**src/rtl/mem_access_unit.sv**
```systemverilog
// MEM-stage data-memory access controller: one req/ack transaction per load/store,
// holding data_ready_mem low to freeze the pipeline until the access completes or times out.
module mem_access_unit #(
  parameter int TIMEOUT = 255
) (
  input  logic        clk,
  input  logic        rst,
  input  logic        memread_mem,
  input  logic        memwrite_mem,
  input  logic [31:0] alu_result_mem,
  input  logic [31:0] write_data_memory_mem,
  output logic [31:0] data_from_memory_mem,
  output logic        data_ready_mem,
  output logic        mem_req,
  output logic        mem_we,
  output logic [31:0] mem_addr,
  output logic [31:0] mem_wdata,
  input  logic [31:0] mem_rdata,
  input  logic        mem_ack,
  output logic        err_timeout,
  output logic        err_misaligned
);

  localparam int CNT_W = $clog2(TIMEOUT + 1);
  localparam logic [CNT_W-1:0] CNT_LAST = CNT_W'(TIMEOUT - 1);

  typedef enum logic [1:0] {
    IDLE,
    BUSY,
    DONE
  } state_t;

  state_t           state;
  state_t           state_nxt;
  logic [CNT_W-1:0] cnt;
  logic             access;
  logic             cnt_last;

  assign access   = memread_mem | memwrite_mem;
  assign cnt_last = (cnt == CNT_LAST);

  always_ff @(posedge clk or posedge rst) begin
    if (rst) begin
      state <= IDLE;
    end else begin
      state <= state_nxt;
    end
  end

  always_comb begin
    state_nxt      = state;
    data_ready_mem = 1'b1;
    case (state)
      IDLE: begin
        if (access) begin
          state_nxt      = BUSY;
          data_ready_mem = 1'b0;
        end
      end
      BUSY: begin
        data_ready_mem = 1'b0;
        if (mem_ack || cnt_last) begin
          state_nxt = DONE;
        end
      end
      DONE: begin
        state_nxt = IDLE;
      end
      default: begin
        state_nxt = IDLE;
      end
    endcase
    // Pipeline must never be frozen while the unit is held in reset.
    if (rst) begin
      data_ready_mem = 1'b1;
    end
  end

  always_ff @(posedge clk or posedge rst) begin
    if (rst) begin
      mem_req              <= 1'b0;
      mem_we               <= 1'b0;
      mem_addr             <= '0;
      mem_wdata            <= '0;
      data_from_memory_mem <= '0;
      cnt                  <= '0;
      err_timeout          <= 1'b0;
      err_misaligned       <= 1'b0;
    end else begin
      case (state)
        IDLE: begin
          if (access) begin
            mem_req   <= 1'b1;
            mem_we    <= memwrite_mem;
            mem_addr  <= {alu_result_mem[31:2], 2'b00};
            mem_wdata <= write_data_memory_mem;
            cnt       <= '0;
            if (alu_result_mem[1:0] != 2'b00) begin
              err_misaligned <= 1'b1;
            end
          end
        end
        BUSY: begin
          // An ack in the final allowed cycle still completes the access normally.
          if (mem_ack) begin
            mem_req              <= 1'b0;
            data_from_memory_mem <= mem_we ? 32'h0 : mem_rdata;
          end else if (cnt_last) begin
            mem_req              <= 1'b0;
            data_from_memory_mem <= 32'h0;
            err_timeout          <= 1'b1;
          end else begin
            cnt <= cnt + CNT_W'(1);
          end
        end
        default: begin
        end
      endcase
    end
  end

endmodule

```
**config.mk**
```make
export PLATFORM = sky130hd
export DESIGN_NAME = mem_access_unit
export DESIGN_NICKNAME = d
export VERILOG_FILES = /design/src/rtl/mem_access_unit.sv
export SDC_FILE = /design/constraint.sdc
export NUM_CORES = 1
export LEC_CHECK = 0
export CAP_MARGIN = 20
export CORE_MARGIN = 3
export CORE_UTILIZATION = 41
export DETAILED_ROUTE_END_ITERATION = 8
export GPL_TIMING_DRIVEN = 0
export PLACE_DENSITY = 0.85
export SLEW_MARGIN = 20
export SYNTH_ARGS = -nofsm -noshare
export SYNTH_HDL_FRONTEND = slang
export SYNTH_SLANG_ARGS = --single-unit
export TNS_END_PERCENT = 5
```
**constraint.sdc**
```tcl
create_clock -name clk -period 4.3 [get_ports clk]
set_input_delay 0.43 -clock clk [delete_from_list [all_inputs] [get_ports clk]]
set_output_delay 0.43 -clock clk [all_outputs]
set_load 0.05 [all_outputs]
```
### Word-level counts from Yosys, hierarchy flattened

Index checks and enable logic that the tools add are counted.

| storage, ports and cells | value |
|---|---|
| flip-flop bits (word level) | 108 |
| input port bits | 101 |
| output and inout bits | 101 |
| word-level logic and storage cells | 48 |

| cells by class | value |
|---|---|
| $add $sub $neg | 1 |
| equal/unequal tests | 7 |
| multiplexer cells | 17 |
| bitwise logic cells | 2 |
| reduce and logical (&&, ||, !) cells | 12 |

Operators by type and width:

| cell | number |
|---|---|
| two-way mux 32 bit | 3 |
| two-way mux 8 bit | 3 |
| case mux 8 bit (2 select lines) | 1 |
| AND reduction 3 bit | 3 |
| adder 8 x 1 -> 8 bit, second input constant | 1 |
| equality test 8 bit, second input constant | 1 |
| != test 2 bit, second input constant | 4 |
| AND reduction 2 bit | 3 |
| nonzero test 2 bit | 3 |
| two-way mux 1 bit | 5 |
| two-way mux 2 bit | 2 |
| case mux 1 bit (2 select lines) | 2 |
| case mux 2 bit (2 select lines) | 1 |
| AND reduction 4 bit | 1 |
| != test 3 bit, second input constant | 1 |
| equality test 2 x 1 -> 1 bit, second input constant | 1 |
| zero test 2 bit | 1 |
| logical OR 1 bit | 1 |
| inverter 1 bit | 1 |
| bitwise OR 1 bit | 1 |

### Logic depth before layout (Yosys ltp)

| logic depth | value |
|---|---|
| depth in word-level cells | 4 |
| depth in mapped cells | 7 |
| gate-level depth less buffers | 6 |

### Least setup slack after synthesis

No wires, ideal clock.

| path | value |
|---|---|
| path kind | flip-flop to flip-flop |
| start | register cnt[0] |
| end | register cnt[1] |
| setup time | 0.125 ns |
| data arrival time | 1.486 ns |
| required time | 4.175 ns |
| slack | 2.689 ns |
| stages on the path, launching flop included | 7 |
| path buffers | 0 |
| clock period less this slack | 1.611 ns |
| path through | dfrtp_1 inv_1 ha_1 nand4_1 o21ai_1 nand2_2 mux2_4 |

| between the ends | value |
|---|---|
| longest elaborated chain between the ends | 4 |
| elaborated cells between the ends (all ways) | 7 |
| those cells by class | add/sub (1); eq/ne (2); mux (3); reduce/logical (1) |

Ends and longest elaborated chain:

| item | RTL line | RTL |
|---|---|---|
| from (decl) | 35 | `logic [CNT_W-1:0] cnt;` |
| from (signal assigned) | 113 | `cnt <= cnt + CNT_W'(1);` |
| adder 8 x 1 -> 8 bit | 113 |  |
| two-way mux 8 bit | 108 | `end else if (cnt_last) begin` |
| two-way mux 8 bit | 105 | `if (mem_ack) begin` |
| case mux 8 bit (2 select lines) | 90 | `case (state)` |

Parallel ways exist; a longest one is shown, timed or not. The select of a mux whose other input is x is not followed.
A chain may end at the register's enable or synchronous reset.

### Worst setup path in the final report

| path | value |
|---|---|
| start | input memwrite_mem |
| end | output data_ready_mem |

| between the ends | value |
|---|---|
| longest elaborated chain between the ends | 4 |

Ends and longest elaborated chain:

| item | RTL line | RTL |
|---|---|---|
| from (decl) | 9 | `input logic memwrite_mem,` |
| bitwise OR 1 bit | 39 | `assign access = memread_mem \| memwrite_mem;` |
| two-way mux 1 bit | 55 | `if (access) begin` |
| case mux 1 bit (2 select lines) | 53 | `case (state)` |
| two-way mux 1 bit | 74 | `if (rst) begin` |
| to (decl) | 13 | `output logic data_ready_mem,` |

Every way passes these cells.

==> metrics.txt <==
status=finished, final reports clean; CP max-delay cell=clkdlybuf4s50_1; Syn Std Cell Area=0.00417 mm²; average cell area after synthesis=10.2 µm²; CTS resizes=0; clk buf depth=2; Reg clk slew, reported paths=0.10 ns; register bit total from synthesis=108; # DRC=0; Max FO, Critical Path=4; Post-CTS Hold Buffers=0; Hold Fails Final Rpt=0; count of different cell masters after synthesis=34; htree depth=3; PnR Total Power=5910 µW; GRT overflow=0; initial antenna violation count=0; n_diodes=0; Cells after Synth=408; RSZ-0062 raised after global routing=no; Final min period=2.48 ns; vias in the first global route=3692; Avg WL per Cell=14.8 µm; routability cong.=0.736; I/O pins=202; count leader, synth=nand2_1; most used cell, CP=clkdlybuf4s50_1; port bufs=199; # setup viols final=0; cell taking the most area after synthesis=dfrtp_1; final WL=11.2 mm; CTS buffer count=9; CP required=3.87 ns; post-CTS setup-driven buffer insertion count=0; row count=36; Die Y=107 µm; Setup Skew=0.00812 ns; placed cells=742; DP HPWL=8.44 mm; type of the worst setup path=input port to primary output; largest net degree at the start of global routing=77; vias=3588; synth warn=0; Hold Path Class=input port to asynchronous set/reset pin; Startpoint Class=input port; DR vias/cell=4.74; crit path cell chain=clkdlybuf4s50_1 > nor3_1 > or3_1 > clkdlybuf4s50_1; Final Max Tran Viols=0; Multi-input gate area=0.00135 mm²; Final period util=0.577; Die ar.=0.0114 mm²; CTS tree=built; All-Layer GR Usage=0.197; Detail Route Antenna Nets=0; Buffers & Inverters on Critical Path=2; Core Footprint=0.00982 mm²; Die Width=107 µm; FMAX=403 MHz; top_reg_cell synth=dfrtp_1; Fillers=800; Post-synth ARST share=1.00; layout cells sized above 1=0.0641; drt first pass iters=4; Synth top area share=0.648; Layout area overhead=57.1%; CP top delay family=buffers and inverters; Final nets=723; clk_lat worst skew=0.35 ns; Starting Density=0.425; Worst-Margin Slew=0.530 ns; starting DRC count in detailed routing=148; Post-synth EDFFs=0; Slew HR=0.646; crit end category=primary output; CTS Sinks=108; max cap viols=0; Worst EP arrival=2.05 ns; IR drop worst, VDD=0.495 mV; top cells by area, synth=dfrtp_1 65%, nand2_1 17%, a22o_1 6.9%; final non-filler cell total=757; CTS Root Buffer Type=clkbuf_8; CP peak stage delay=0.72 ns; Post-synth top cells=191 x nand2_1, 108 x dfrtp_1, 33 x a22o_1; sequential share of the synthesized area=0.648; PwrDens=902 mW/mm²; Seq. cell area=0.00270 mm²; first-pass GRT wire length=18.0 mm; LEAKAGE=0.00310 µW
## power by group
group | total [µW] | internal, µW | leakage [µW] | switching [µW]
registers | 1780 | 1490 | 0.00136 | 284
logic | 3550 | 1180 | 0.00164 | 2370
clock network | 586 | 271 | 0.0000986 | 315
total | 5910 | 2940 | 0.00310 | 2970
## through the flow
stage | utilization | worst slack [ns] | TNS, ns | cell area (µm²) | hold slack, ns
final | 0.667 | 1.82 | 0 | 6550 | 0.447
after global routing | 0.667 | 1.78 | 0 | 6550 | 0.475
after CTS | 0.667 | 1.82 | 0 | 6550 | 0.441
after detailed placement | 0.648 | 1.82 | 0 | 6360 | 0.461
after global placement | 0.645 | -0.409 | -43.74 | 6330 | 0.445
after floorplan | - | 1.02 | 0 | 4170 | 0.473
## placed cells by master, fill, tap and decap left out, types with 2 or more instances in the layout
master,count
clkbuf_1,6
buf_4,2
o21ai_1,2
o21a_1,4
inv_1,3
nand2_1,191
a21oi_1,3
dfrtp_1,108
o21ai_0,4
ha_1,2
o211ai_1,2
nor3_1,2
conb_1,2
a22o_1,33
buf_2,15
clkbuf_8,13
nand3_1,6
clkdlybuf4s50_1,199
a31oi_1,2
nor2_1,6
## flip-flops by register name, indices dropped and copies added, names as in the netlist
name / cells
cnt: 8
err_misaligned: 1
err_timeout: 1
data_from_memory_mem: 32
mem_wdata: 32
mem_addr: 30
mem_we: 1
mem_req: 1
state: 2
## cell families after synthesis
family | share of synthesized area
other cells | 0.000899
simple gates | 0.208
compound gates | 0.104
mux | 0.00360
fa+ha+maj | 0.00600
flops | 0.648
buf+inv | 0.0297
## area by class of cell
class / count / area share
timing repair buffer: 200 / 0.308
inverter: 4 / 0.00306
buffer: 22 / 0.0166
multi-input combinational: 275 / 0.206
tap: 133 / 0.0254
clock inverter: 1 / 0.000764
sequential: 108 / 0.412
clock buffer: 14 / 0.0279
## per-layer routing
layer,up-vias,wire length [µm],global-route usage
li1,1743,-,-
met1,1704,4620,0.253
met2,126,5620,0.332
met3,15,784,0.0476
met4,0,184,0.0621
met5,-,0,0
## path summary, 6_finish.rpt
path	startpoint	to	slack [ns]	cells past startpoint
worst max register to register	cnt[0]	data_from_memory_mem[12]	2.41	7
worst max-delay path	memwrite_mem	data_ready_mem	1.82	4
min in group clk	mem_wdata[5]	mem_wdata[5]	0.48	2
worst min register to register	mem_wdata[5]	mem_wdata[5]	0.48	2
worst min-delay path	rst	data_from_memory_mem[3]	0.45	2
max in group asynchronous	rst	mem_wdata[3]	3.19	3
## worst reg2reg max path, delay by kind of cell (launching register included)
| family | cells | cell delay (ns) |
|---|---|---|
| AOI/OAI and AO/OA | 2 | 0.57 |
| buffers and inverters | 2 | 0.38 |
| DFF | 1 | 0.46 |
| and+or+nand+nor | 2 | 0.22 |
| adders and majority gates | 1 | 0.20 |
No activity file was read; power rests on OpenSTA's default activity.
==> edit 1 (same settings) <==
Encoding of `state_t`: now one-hot (3 bits for 3 states).
--- a/src/rtl/mem_access_unit.sv
+++ b/src/rtl/mem_access_unit.sv
@@ -24,10 +24,10 @@
   localparam int CNT_W = $clog2(TIMEOUT + 1);
   localparam logic [CNT_W-1:0] CNT_LAST = CNT_W'(TIMEOUT - 1);
 
-  typedef enum logic [1:0] {
-    IDLE,
-    BUSY,
-    DONE
+  typedef enum logic [2:0] {
+    IDLE = 3'b001,
+    BUSY = 3'b010,
+    DONE = 3'b100
   } state_t;
 
   state_t           state;
Behaviour: same outputs for any inputs over 10 cycles, from zero or initial values and one cycle with rst high; not proved beyond that.
==> edit 1 against the unedited design <==
Clock skew is 0.0023 ns higher; area after synthesis is 3.5% higher; final area is 3.2% higher; global-route usage is 1.4 points lower; setup slack worse by 0.45 ns; core utilization is 0.87 points higher; via count is 13% lower; power is 2.5% higher; critical endpoint unchanged; wire length is 2.1% lower; sequential cell count is 1 higher.
==> edit 1: results (changes against the unedited design) <==
Gate Count Post-Synth 282 (was 408); run status finished, final reports clean (unchanged); DR WL/cell 17.4 um (was 14.8 um); initial drt markers 115 (was 148); first-pass GRT wire length 16.6 mm (was 18.0 mm); Num CTS Buffers 9 (unchanged); H-tree depth 3 (unchanged); Clock Tree Root clkbuf_8 (unchanged); Avg Vias per Cell 4.94 (was 4.74); Post-DP HPWL 8.48 mm (was 8.44 mm); Max VDD drop 0.000427 V (was 0.000495 V); sequential share of the synthesized area 63.2% (was 64.8%); DRT Wirelength 11.0 mm (was 11.2 mm); largest cells by area after synthesis dfrtp_1, mux2_2, a22o_2 (was dfrtp_1, nand2_1, a22o_1); largest net degree at the start of global routing 61 (was 77); Tightest Pin Transition 0.556 ns (was 0.530 ns); deepest clock path buffer count 2 (unchanged); Final nets 597 (was 723); GPL Wtd Cong 0.765 (was 0.736); Async SR Flop Fraction 100% (unchanged); leak pwr 0.00283 uW (was 0.00310 uW); crit path DAT 2.50 ns (was 2.05 ns); Worst Hold Class flip-flop to flip-flop (was primary input to asynchronous set/reset pin); critical path's slowest cell clkdlybuf4s50_1 (unchanged); Placed Cells 616 (was 742); worst-path fanout max 60 (was 4); Tot GR Track Use 18.4% (was 19.7%); synth unique cells 40 (was 34); Post-CTS Setup Repair Bufs 0 (unchanged); worst-case clock skew 0.0104 ns (was 0.00812 ns); top post-synthesis cells by count dfrtp_1, mux2_2, a22o_2 (was nand2_1, dfrtp_1, a22o_1); switching power 2770 uW (was 2970 uW); antenna violations before repair 0 (unchanged); CP peak stage delay roughly 0.71 ns; share of post-route cells with drive strength above 1 26.7% (was 6.41%); number of global-route vias before repair 3200 (was 3692); worst skew pair latency 0.36 ns; n_diodes 0 (unchanged)
-- edit 1: cell count changes after synthesis, sizes merged, moves of 3 or more --
cell and change:
nand2 -187, mux2 +62, clkbuf -5, inv +3, nand2b +3, nor2 -3
-- edit 1: layer usage --
metal  routed length, um  global-route usage [%]  up-vias
li1                    -                       -     1442
met1                4300                    21.6     1536
met2                5520                    31.9      136
met3                1010                    5.68       11
met4                 134                    6.49        0
met5                   0                       0        -
-- edit 1: through the flow --
step | instance area, sq um | setup WS [ns] | TNS [ns] | util (%) | hold slack [ns]
after floorplan | 4320 | 0.172 | 0 | - | 0.481
final | 6760 | 1.37 | 0 | 67.6 | 0.469
after CTS | 6760 | 1.31 | 0 | 67.6 | 0.471
after global routing | 6760 | 1.22 | 0 | 67.6 | 0.483
after global placement | 6480 | -0.922 | -49.16 | 64.8 | 0.446
after detailed placement | 6510 | 1.32 | 0 | 65.1 | 0.448
-- edit 1: worst paths after layout --
kind / cells after the start / startpoint / endpoint
max: 5 / rst / data_ready_mem
max in group asynchronous: 3 / rst / state[0]
min in group asynchronous: 2 / rst / mem_addr[18]
min: 1 / err_timeout / err_timeout
min reg2reg: 1 / err_timeout / err_timeout
max reg2reg: 5 / state[0] / mem_addr[11]
-- edit 1: cells by family (layout without fill, tap and decap cells) --
logic type               count (synthesis)  count (layout)  share of synthesized area (%)
buffers and inverters                   23             239                           4.09
AND/OR/NAND/NOR                         28              28                           4.40
adder cells (fa/ha/maj)                  2               2                          0.579
AO/OA/AOI/OAI                           55              55                           11.0
other                                    1               2                         0.0868
flip-flops                             109             109                           63.2
multiplexers                            64              64                           16.7
-- edit 1: cell type report --
type / count / area, sq um
buffer: 16 / 150
clock buffer: 10 / 138
clock inverter: 6 / 110
fill: 733 / 3240
inverter: 7 / 31.3
multi-input combinational: 151 / 1420
sequential: 109 / 2730
tap: 133 / 166
timing repair buffer: 200 / 2020
-- edit 1: power groups by stage --
| stage | sequential [uW] | combinational (uW) | clock (uW) |
|---|---|---|---|
| 4_1_cts | 1740 | 3610 | 758 |
| 6_report | 1740 | 3580 | 741 |
| 5_1_grt | 1800 | 3710 | 799 |
| 3_5_place_dp | 1760 | 3610 | 0 |
| 2_1_floorplan | 3280 | 860 | 0 |
| 3_3_place_gp | 1740 | 3550 | 0 |
==> edit 2 (same settings) <==
Made on the original files. The parameter `TIMEOUT` goes from 255 to 510.
--- a/src/rtl/mem_access_unit.sv
+++ b/src/rtl/mem_access_unit.sv
@@ -1,7 +1,7 @@
 // MEM-stage data-memory access controller: one req/ack transaction per load/store,
 // holding data_ready_mem low to freeze the pipeline until the access completes or times out.
 module mem_access_unit #(
-  parameter int TIMEOUT = 255
+  parameter int TIMEOUT = 510
 ) (
   input  logic        clk,
   input  logic        rst,
Formal check against the unedited RTL: same outputs for any inputs over 4 cycles, from zero or initial values and one cycle with rst high; that may be too few to reach the edited logic, so the function may still have changed.
==> edit 2 against the unedited design <==
Non-clock buffer count up 2; wire length increased by 7.2%; highest routed layer unchanged; area after synthesis up 3.0%; setup slack worse by 0.026 ns; sequential cell count rose by 1; final area is 2.5% higher; largest cell class unchanged; power grew 0.53%; sequential share of layout area fell by 0.64 points.
==> edit 2: results (changes against the unedited design) <==
Layout clock buffers 11 (was 14); GRT met1 Usage 25.7% (was 25.3%); number of global-route vias before repair 3849 (was 3692); Final nets 734 (was 723); met2 Use GR 34.6% (was 33.2%); Synth Area in Compound Gates 9.73% (was 10.4%); DRT Wirelength 12.0 mm (was 11.2 mm); Tot GR Track Use 20.9% (was 19.7%); run status finished, final reports clean (unchanged); Synth Area in Adders 0.583% (was 0.600%); register bit count reported by yosys 109 (was 108); filler instances 772 (was 800); WL met1 4.82 mm (was 4.62 mm); Placed Area 6490 sq um (was 6360 sq um); sequential share of the synthesized area 63.5% (was 64.8%); Pint 3010 uW (was 2940 uW); leak pwr 0.00319 uW (was 0.00310 uW); Seq area share 40.6% (was 41.2%); Post-DP HPWL 9.04 mm (was 8.44 mm); Tightest Pin Transition 0.708 ns (was 0.530 ns); GPL Wtd Cong 0.788 (was 0.736); multi-input combinational cell area 1400 sq um (was 1350 sq um); worst-case clock skew 0.00839 ns (was 0.00812 ns); initial drt markers 197 (was 148); synth unique cells 39 (was 34); ClkCell Share 3.41% (was 2.86%); Multi-Input Combinational 282 (was 275); metal2 WL 5.76 mm (was 5.62 mm); crit path DAT 2.08 ns (was 2.05 ns); Avg Vias per Cell 4.85 (was 4.74); Max VDD drop 0.000490 V (was 0.000495 V); Non-CTS buffers 224 (was 222); largest cells by area after synthesis dfrtp_1, nand2_1, a22o_1 (unchanged); Post-Synth XOR/XNOR Area 0.612% (was 0%); share of post-route cells with drive strength above 1 6.14% (was 6.41%); post-synthesis mux area share 0.233% (was 0.360%); buffer share of cell area 32.3% (was 32.5%)
## edit 2: cell count changes after synthesis, moves of 3 or more
cell / change
buf_2: -4
a21oi_1: -3
buf_8: +3
nand3_1: +3
## edit 2: worst paths after layout
kind | from | end | slack (ns)
setup / recovery | memwrite_mem | data_ready_mem | 1.79
max in group asynchronous | rst | mem_wdata[15] | 3.16
setup reg to reg | cnt[0] | data_from_memory_mem[9] | 2.51
hold reg to reg | mem_addr[5] | mem_addr[5] | 0.48
min in group clk | mem_addr[5] | mem_addr[5] | 0.48
hold / removal | rst | data_from_memory_mem[3] | 0.48
## edit 2: critical path, cell delays in order
cell and delay [ns]:
clkdlybuf4s50_1 0.53, nor3_1 0.08, or3_1 0.31, clkdlybuf4s50_1 0.73
## edit 2: cells by family (layout without fill, tap and decap cells)
group	count (synthesis)	count (layout)
simple gates	223	223
flops	109	109
compound gates	51	51
buf+inv	29	244
xor+xnor	3	3
fa+ha+maj	2	2
other cells	1	2
mux	1	1
## edit 2: power groups by stage
| stage | Clock [uW] | Sequential, uW | Combinational, uW |
|---|---|---|---|
| finish | 715 | 1750 | 3480 |
| global route | 775 | 1800 | 3690 |
| floorplan | 0 | 3250 | 750 |
| CTS | 732 | 1750 | 3520 |
| detailed placement | 0 | 1760 | 3500 |
| global placement | 0 | 1740 | 3450 |
## edit 2: per-stage QoR
step                      setup slack, ns  power [uW]  utilization, %  hold slack, ns  std cells
after global routing                 1.75        6260            67.2           0.497        768
final                                1.79        5940            67.2           0.481        768
after CTS                            1.80        6000            67.2           0.474        768
after floorplan                     0.996        4000               -           0.494        420
after detailed placement             1.81        5270            64.9           0.461        753
after global placement             -0.524        5180            64.6           0.455        752
